===== config.mk =====
export PLATFORM = sky130hd
export DESIGN_NAME = instr_encoder
export DESIGN_NICKNAME = d
export VERILOG_FILES = /design/src/rtl/riscv_pkg.sv /design/src/rtl/instr_pack.sv /design/src/rtl/instr_encoder.sv
export SDC_FILE = /design/constraint.sdc
export NUM_CORES = 1
export LEC_CHECK = 0
export BUFFER_PORTS_ARGS = -buffer_cell sky130_fd_sc_hd__buf_2
export CORE_MARGIN = 3
export CORE_UTILIZATION = 56
export CTS_CLUSTER_DIAMETER = 80
export DETAILED_ROUTE_END_ITERATION = 16
export GPL_TIMING_DRIVEN = 0
export HOLD_SLACK_MARGIN = 0.12
export PLACE_DENSITY = 0.9
export SYNTH_ARGS = -nofsm -noshare
export SYNTH_HDL_FRONTEND = slang
export SYNTH_SLANG_ARGS = --single-unit

===== constraint.sdc =====
create_clock -name clk -period 6.6 [get_ports clk]
set_clock_uncertainty 0.1 [all_clocks]
set_input_delay 0.66 -clock clk [delete_from_list [all_inputs] [get_ports clk]]
set_output_delay 0.66 -clock clk [all_outputs]
set_load 0.05 [all_outputs]

===== src/rtl/riscv_pkg.sv =====
// Shared RISC-V encoding constants used by the instruction encoder and the
// decoder's immediate extender.
package riscv_pkg;

    typedef enum logic [1:0] {
        IMM_I = 2'b00,
        IMM_S = 2'b01,
        IMM_B = 2'b10,
        IMM_J = 2'b11
    } immsrc_e;

    localparam logic [6:0] OP_IMM = 7'b0010011;
    localparam logic [2:0] F3_SLL = 3'b001;
    localparam logic [2:0] F3_SR  = 3'b101;

    // True when value[31:msb] are all equal, i.e. the value survives
    // truncation to msb+1 bits followed by sign extension.
    function automatic logic fits_signed(input logic [31:0] value, input int unsigned msb);
        logic [31:0] upper;
        upper = $signed(value) >>> msb;
        return (upper == '0) || (upper == '1);
    endfunction

endpackage


===== src/rtl/instr_pack.sv =====
// Combinational field packing for I/S/B/J formats plus immediate range and
// alignment checking.
module instr_pack
    import riscv_pkg::*;
(
    input  logic [1:0]  immsrc,
    input  logic [6:0]  opcode,
    input  logic [4:0]  rd,
    input  logic [4:0]  rs1,
    input  logic [4:0]  rs2,
    input  logic [2:0]  funct3,
    input  logic [6:0]  funct7,
    input  logic [31:0] imm,
    output logic [31:0] instr,
    output logic        err
);

    logic is_shift;

    assign is_shift = (immsrc_e'(immsrc) == IMM_I) && (opcode == OP_IMM) &&
                      ((funct3 == F3_SLL) || (funct3 == F3_SR));

    always_comb begin
        instr = '0;
        err   = 1'b0;
        unique case (immsrc_e'(immsrc))
            IMM_I: begin
                if (is_shift) begin
                    // Shift forms carry funct7 in the upper bits and a 5-bit shamt.
                    instr = {funct7, imm[4:0], rs1, funct3, rd, opcode};
                    err   = |imm[31:5];
                end else begin
                    instr = {imm[11:0], rs1, funct3, rd, opcode};
                    err   = !fits_signed(imm, 11);
                end
            end
            IMM_S: begin
                instr = {imm[11:5], rs2, rs1, funct3, imm[4:0], opcode};
                err   = !fits_signed(imm, 11);
            end
            IMM_B: begin
                instr = {imm[12], imm[10:5], rs2, rs1, funct3, imm[4:1], imm[11], opcode};
                err   = !fits_signed(imm, 12) || imm[0];
            end
            IMM_J: begin
                instr = {imm[20], imm[10:1], imm[11], imm[19:12], rd, opcode};
                err   = !fits_signed(imm, 20) || imm[0];
            end
        endcase
    end

endmodule


===== src/rtl/instr_encoder.sv =====
// Sequential instruction encoder: valid/ready front end, address counter and a
// 2-entry output FIFO of {instr, addr, err}.
module instr_encoder
    import riscv_pkg::*;
#(
    parameter logic [31:0] BASE_ADDR = 32'h0000_0000
) (
    input  logic        clk,
    input  logic        reset,
    input  logic        clr,
    input  logic        in_valid,
    output logic        in_ready,
    input  logic [1:0]  immsrc,
    input  logic [6:0]  opcode,
    input  logic [4:0]  rd,
    input  logic [4:0]  rs1,
    input  logic [4:0]  rs2,
    input  logic [2:0]  funct3,
    input  logic [6:0]  funct7,
    input  logic [31:0] imm,
    output logic        out_valid,
    input  logic        out_ready,
    output logic [31:0] out_instr,
    output logic [31:0] out_addr,
    output logic        out_err,
    output logic        err_sticky
);

    typedef struct packed {
        logic [31:0] instr;
        logic [31:0] addr;
        logic        err;
    } fifo_entry_t;

    logic [31:0] pack_instr;
    logic        pack_err;

    fifo_entry_t mem_reg [2];
    logic        wr_ptr_reg;
    logic        rd_ptr_reg;
    logic [1:0]  count_reg;
    logic [1:0]  count_next;
    logic [31:0] addr_reg;
    logic        err_sticky_reg;
    logic        push;
    logic        pop;

    instr_pack u_pack (
        .immsrc (immsrc),
        .opcode (opcode),
        .rd     (rd),
        .rs1    (rs1),
        .rs2    (rs2),
        .funct3 (funct3),
        .funct7 (funct7),
        .imm    (imm),
        .instr  (pack_instr),
        .err    (pack_err)
    );

    // clr takes precedence over both handshakes, so a request or pop in a
    // clr cycle has no effect.
    assign in_ready  = (count_reg != 2'd2);
    assign out_valid = (count_reg != 2'd0);
    assign push      = in_valid && in_ready && !clr;
    assign pop       = out_valid && out_ready && !clr;

    // Output comes straight from the head slot; while stalled the head slot
    // is never the write target, so the word holds.
    assign out_instr  = mem_reg[rd_ptr_reg].instr;
    assign out_addr   = mem_reg[rd_ptr_reg].addr;
    assign out_err    = mem_reg[rd_ptr_reg].err;
    assign err_sticky = err_sticky_reg;

    generate
        for (genvar gi = 0; gi < 2; gi++) begin : g_slot
            always_ff @(posedge clk) begin
                if (reset) begin
                    mem_reg[gi] <= '0;
                end else if (push && (wr_ptr_reg == gi[0])) begin
                    mem_reg[gi] <= '{instr: pack_instr, addr: addr_reg, err: pack_err};
                end
            end
        end
    endgenerate

    always_comb begin
        count_next = count_reg;
        unique case ({push, pop})
            2'b10:   count_next = count_reg + 2'd1;
            2'b01:   count_next = count_reg - 2'd1;
            default: count_next = count_reg;
        endcase
    end

    always_ff @(posedge clk) begin
        if (reset || clr) begin
            wr_ptr_reg     <= 1'b0;
            rd_ptr_reg     <= 1'b0;
            count_reg      <= 2'd0;
            addr_reg       <= BASE_ADDR;
            err_sticky_reg <= 1'b0;
        end else begin
            count_reg <= count_next;
            if (push) begin
                wr_ptr_reg     <= !wr_ptr_reg;
                addr_reg       <= addr_reg + 32'd4;
                err_sticky_reg <= err_sticky_reg | pack_err;
            end
            if (pop) begin
                rd_ptr_reg <= !rd_ptr_reg;
            end
        end
    end

endmodule

After elaboration in Yosys (flattened, before gate mapping)
Memory sizes are Yosys's and may differ from the RTL's. A register that Yosys moved wholly into a read port is not among the register bits.
Cells that the tools add are included.
- add/sub/neg operators: 3
- multipliers: 0
- div/mod/pow operators: 0
- order comparisons: 0
- eq/ne operators: 12
- shift operators: 0
- mux-type cells: 17
- bitwise operators: 4
- reduce and logical (&&, ||, !) cells: 28
- operators by type and width (cell ; count):
    $mux W65 ; 2
    $pmux W32 S4 ; 1
    $eq A32 B32 Y1 const B ; 3
    $logic_not A32 Y1 ; 3
    $add A32 B3 Y32 const B ; 1
    $mux W32 ; 1
    $reduce_or A27 Y1 ; 1
    $mux W1 ; 11
    $logic_and A1 B1 Y1 ; 8
    $eq A7 B5 Y1 const B ; 1
    $logic_or A1 B1 Y1 ; 7
    $eq A2 B2 Y1 const B ; 3
    $logic_not A1 Y1 ; 6
    $eq A2 B1 Y1 const B ; 2
    $pmux W1 S4 ; 1
    $pmux W2 S2 ; 1
    $reduce_bool A2 Y1 ; 2
    $eq A3 B1 Y1 const B ; 1
    $eq A3 B3 Y1 const B ; 1
    $or A1 B1 Y1 ; 3
    $add A2 B1 Y2 const B ; 1
    $logic_not A2 Y1 ; 1
    $ne A2 B2 Y1 const B ; 1
    $sub A2 B1 Y2 const B ; 1
    $not A1 Y1 ; 1
- flip-flop bits (word level): 37
- bits in latches: 0
- RAM bits: 130
- bits in read-only memories: 0
- bits of input ports: 71
- word-level logic and storage cells: 70
- memories: 1
- memories (name ; words ; bits a word ; read ports ; clocked after Yosys merged registers in ; write ports ; RTL line ; text):
    mem_reg ; 2 ; 65 ; 1 ; 1 ; 2 ; instr_encoder.sv:38 ; fifo_entry_t mem_reg [2];

Longest topological paths before layout
- depth after elaboration: 8
- mapped depth: 8
- depth with buffers taken out: 8

Cells and area by module
Synthesis repeated with hierarchy kept, for this count alone.
- cells, all modules: 607
- area, all modules: 7669.9 um^2
- by module, submodules not included (module ; instances ; cells an instance ; area an instance (um^2) ; seq. area each (um^2)):
    instr_encoder ; 1 ; 533 ; 7036.7 ; 4504.3
    instr_pack ; 1 ; 74 ; 633.1 ; 0.0

Worst setup path before layout
OpenSTA, ideal clock, no wires.
- path type: reg2reg
- start point: reg count_reg[0]
- end point: mem mem_reg[0][0] in the netlist's numbering (enable)
- setup time: 0.497 ns
- arrival time: 4.184 ns
- setup slack: 1.819 ns
- cell stages (with the launch flop): 6
- buffers on the path: 0
- clock period less this slack: 4.781 ns
- path through: dfxtp_1 -> nand2b_2 -> nand2_1 -> nor2_1 -> inv_1 -> o21bai_1
- RTL lines (element ; RTL line ; text):
    start: declaration ; instr_encoder.sv:41 ; logic [1:0] count_reg;
    start signal: assignment ; instr_encoder.sv:104 ; count_reg <= count_next;
    end: declaration ; instr_encoder.sv:38 ;

==> flow_summary.html <==
<table>
<tr><th>Metric</th><th>Value</th></tr>
<tr><th colspan="2">Clock network</th></tr>
<tr><td>Clock latency of the later-clocked register in the worst-skew pair</td><td>420 ps</td></tr>
<tr><td>Clock transition at the register clock pins on the worst setup and hold paths after CTS</td><td>60 ps</td></tr>
<tr><td>TritonCTS Buffers</td><td>17</td></tr>
<tr><td>Total number of H-tree levels</td><td>4</td></tr>
<tr><td>Number of setup buffers added after CTS</td><td>0</td></tr>
<tr><td>Cell chosen for the clock root</td><td>sky130_fd_sc_hd__clkbuf_16</td></tr>
<tr><td>Post-cts gate resize count</td><td>0</td></tr>
<tr><td>Cts hold-fix bufs</td><td>0</td></tr>
<tr><td>Bufs on Longest Clock Path</td><td>2</td></tr>
<tr><td>Number of sinks driven by the clock tree</td><td>between 150 and 200</td></tr>
<tr><td>CTS tree</td><td>built</td></tr>
<tr><th colspan="2">Setup path</th></tr>
<tr><td>Critical setup path kind</td><td>reg2reg</td></tr>
<tr><td>Data arrival time of the worst path</td><td>3470 ps</td></tr>
<tr><td>Startpoint type of the worst setup path</td><td>flip-flop</td></tr>
<tr><td>Nature of the critical path endpoint</td><td>flip-flop</td></tr>
<tr><td>Worst Path Max Fanout</td><td>10</td></tr>
<tr><td>Required arrival time at the worst endpoint</td><td>between 6000 and 7000 ps</td></tr>
<tr><th colspan="2">Yosys</th></tr>
<tr><td>Synth warnings</td><td>0</td></tr>
<tr><td>Average footprint of a synthesized cell</td><td>12.19 um^2</td></tr>
<tr><td>Post-synthesis cell type with the largest combined area</td><td>sky130_fd_sc_hd__edfxtp_1</td></tr>
<tr><td>Instance count of the mapped netlist</td><td>609</td></tr>
<tr><td>Area contributors post-synth</td><td>sky130_fd_sc_hd__edfxtp_1, sky130_fd_sc_hd__mux2_2, sky130_fd_sc_hd__dfxtp_1</td></tr>
<tr><td>Async SR Flop Fraction</td><td>0%</td></tr>
<tr><td>Post-synth top area share</td><td>50.99%</td></tr>
<tr><td>Post-synthesis sequential area ratio</td><td>between 60% and 70%</td></tr>
<tr><td>Number of enable-type register cells in the synthesized netlist</td><td>126</td></tr>
<tr><td>Count of unique library cells instantiated by Yosys</td><td>43</td></tr>
<tr><td>Top FF cell, synth</td><td>sky130_fd_sc_hd__edfxtp_1</td></tr>
<tr><td>Synthesized flop and latch total</td><td>between 150 and 200</td></tr>
<tr><td>Post-synthesis instance area</td><td>7421 um^2</td></tr>
<tr><th colspan="2">Place</th></tr>
<tr><td>Routability congestion estimate from global placement</td><td>0.8356</td></tr>
<tr><td># port buffers</td><td>135</td></tr>
<tr><td>Placed Area</td><td>8382 um^2</td></tr>
<tr><td>Inst Count DP</td><td>919</td></tr>
<tr><td>Final HPWL from detailed placement</td><td>12.04 mm</td></tr>
<tr><th colspan="2">Power</th></tr>
<tr><td>Peak supply drop</td><td>0.1857 mV</td></tr>
<tr><td>Leakage power</td><td>3.536 nW</td></tr>
<tr><td>Pwr Density</td><td>roughly 270 nW/um^2</td></tr>
<tr><th colspan="2">Die</th></tr>
<tr><td>Row count</td><td>41</td></tr>
<tr><td>Starting density of the core</td><td>58.10%</td></tr>
<tr><td>Number of I/O pins</td><td>139</td></tr>
<tr><td>Die X</td><td>121.1 um</td></tr>
<tr><td>Height of the chip</td><td>121.1 um</td></tr>
<tr><td>Die area</td><td>14670 um^2</td></tr>
<tr><td>Core area</td><td>12770 um^2</td></tr>
<tr><th colspan="2">Finish</th></tr>
<tr><td>Max reg flops</td><td>126</td></tr>
<tr><td>P&amp;R area growth vs syn</td><td>21.58%</td></tr>
<tr><td>Commonest cells after routing, fill and taps aside</td><td>sky130_fd_sc_hd__buf_2, sky130_fd_sc_hd__edfxtp_1, sky130_fd_sc_hd__nor2_1</td></tr>
<tr><td>Most common cell after layout, fill and taps aside</td><td>sky130_fd_sc_hd__buf_2</td></tr>
<tr><td>Area of all placed cells without fillers</td><td>9022 um^2</td></tr>
<tr><td>Fin nets</td><td>~840</td></tr>
<tr><td>Share of cells above drive strength 1</td><td>a little under a third</td></tr>
<tr><td>Non-filler instance count after layout</td><td>952</td></tr>
<tr><th colspan="2">Drt</th></tr>
<tr><td>Number of nets still failing antenna checks after routing</td><td>0</td></tr>
<tr><td>Detailed Route WL</td><td>~18 mm</td></tr>
<tr><td>Post-route DRC violation count</td><td>0</td></tr>
<tr><td>Via density</td><td>5.696</td></tr>
<tr><td>Via Count</td><td>5423</td></tr>
<tr><td>Per-cell routed wire length</td><td>18.53 um</td></tr>
<tr><td>Total iterations of the first detailed-routing run</td><td>5</td></tr>
<tr><td>Drt first-iter violations</td><td>493</td></tr>
<tr><th colspan="2">GRT</th></tr>
<tr><td>Initial antenna violation count</td><td>1</td></tr>
<tr><td>Via count of the first global-routing pass</td><td>5538</td></tr>
<tr><td>Wire length of the first global-routing pass</td><td>27.52 mm</td></tr>
<tr><td>GRT Total Usage</td><td>24.63%</td></tr>
<tr><td>Pin count of the biggest net entering global routing</td><td>64</td></tr>
<tr><td>Sum of overflow across all layers after global routing</td><td>0</td></tr>
<tr><th colspan="2">Timing</th></tr>
<tr><td>Post-route fraction of the period consumed by the critical path</td><td>49.83%</td></tr>
<tr><td>Slew headroom</td><td>4.856%</td></tr>
<tr><td>Total negative setup slack</td><td>0 ps</td></tr>
<tr><td>Setup repair after global routing missed its margin</td><td>no</td></tr>
<tr><td>Slew @ Worst Pin</td><td>1416 ps</td></tr>
<tr><td>Final setup fails</td><td>0</td></tr>
<tr><td>Minimum clock period after layout</td><td>3289 ps</td></tr>
<tr><td>Final count of hold timing violations</td><td>0</td></tr>
<tr><td>Max Clk Rate</td><td>about 300 MHz</td></tr>
<tr><td>Max-slew violation count</td><td>0</td></tr>
<tr><th colspan="2">Min path</th></tr>
<tr><td>Worst min-delay path class</td><td>reg2reg</td></tr>
<tr><th colspan="2">Outcome</th></tr>
<tr><td>Status</td><td>finished clean</td></tr>
<tr><th colspan="2">Run</th></tr>
<tr><td>Max-capacitance violation count</td><td>0</td></tr>
</table>
synthesized netlist by cell type (all sizes together), types with 13 or more instances:
cell / instances
edfxtp: 126
nor2: 97
mux2: 67
and2: 57
dfxtp: 36
clkbuf: 26
mux2i: 25
a21oi: 19
nand4: 16
xnor2: 15
nand2: 13
nor4: 13
cell families after synthesis:
logic type | after synthesis | share of synthesized area (%)
AOI/OAI and AO/OA | 43 | 3.305
xor gates and xnor gates | 20 | 2.361
and+or+nand+nor | 247 | 17.45
other | 1 | 0.05053
muxes | 92 | 13.54
adders and majority gates | 2 | 0.3372
DFF | 162 | 60.70
buffers and inverters | 42 | 2.259
worst max-delay path: stages, from the launching register on:
cell	delay, ps
sky130_fd_sc_hd__dfxtp_1	400
sky130_fd_sc_hd__nand2b_2	210
sky130_fd_sc_hd__nand2_1	210
sky130_fd_sc_hd__nor2_1	330
sky130_fd_sc_hd__inv_1	200
sky130_fd_sc_hd__nor3_1	1110
sky130_fd_sc_hd__clkbuf_1	390
sky130_fd_sc_hd__and2_1	200
final cells by class:
class | count | area [um^2]
flip-flops and latches | 162 | 4504
repair buffers | 137 | 723.2
fillers | 845 | 3751
well taps | 172 | 215.2
plain buffers | 31 | 126.4
diodes | 1 | 2.502
multi-input cells | 406 | 2771
clock buffers | 18 | 429.2
inverters | 11 | 41.29
clock inverters | 14 | 209.0
metal layers:
| metal | up-vias | wire [um] | track usage [%] |
|---|---|---|---|
| met2 | 234 | 9088 | 43.45 |
| li1 | 2528 | - | - |
| met3 | 39 | 1278 | 5.501 |
| met5 | - | 0 | 0 |
| met1 | 2622 | 6824 | 28.89 |
| met4 | 0 | 454 | 10.48 |
power by group:
| group | switching, mW | internal (mW) |
|---|---|---|
| combinational | 0.184 | 0.0759 |
| sequential | 0.0108 | 1.14 |
| clock | 0.390 | 0.670 |
final timing paths:
kind / start / endpoint / slack [ps] / depth (start not counted)
max reg2reg: count_reg[0] / mem_reg[0][19] / 3310 / 7
min reg2reg: addr_reg[7] / addr_reg[7] / 400 / 2
min: addr_reg[7] / addr_reg[7] / 400 / 2
max: count_reg[0] / mem_reg[0][19] / 3310 / 7
per-stage QoR:
step	hold slack (ps)	util [%]	power [mW]	worst slack (ps)
5_1_grt	432.0	70.63	2.536	3091
3_5_place_dp	371.8	65.62	1.430	3210
3_3_place_gp	360.7	65.10	1.421	231.7
4_1_cts	406.7	70.61	2.478	3311
2_1_floorplan	351.9	-	1.349	1819
6_report	404.7	70.63	2.470	3311
Power figures use the tool's default switching activity.
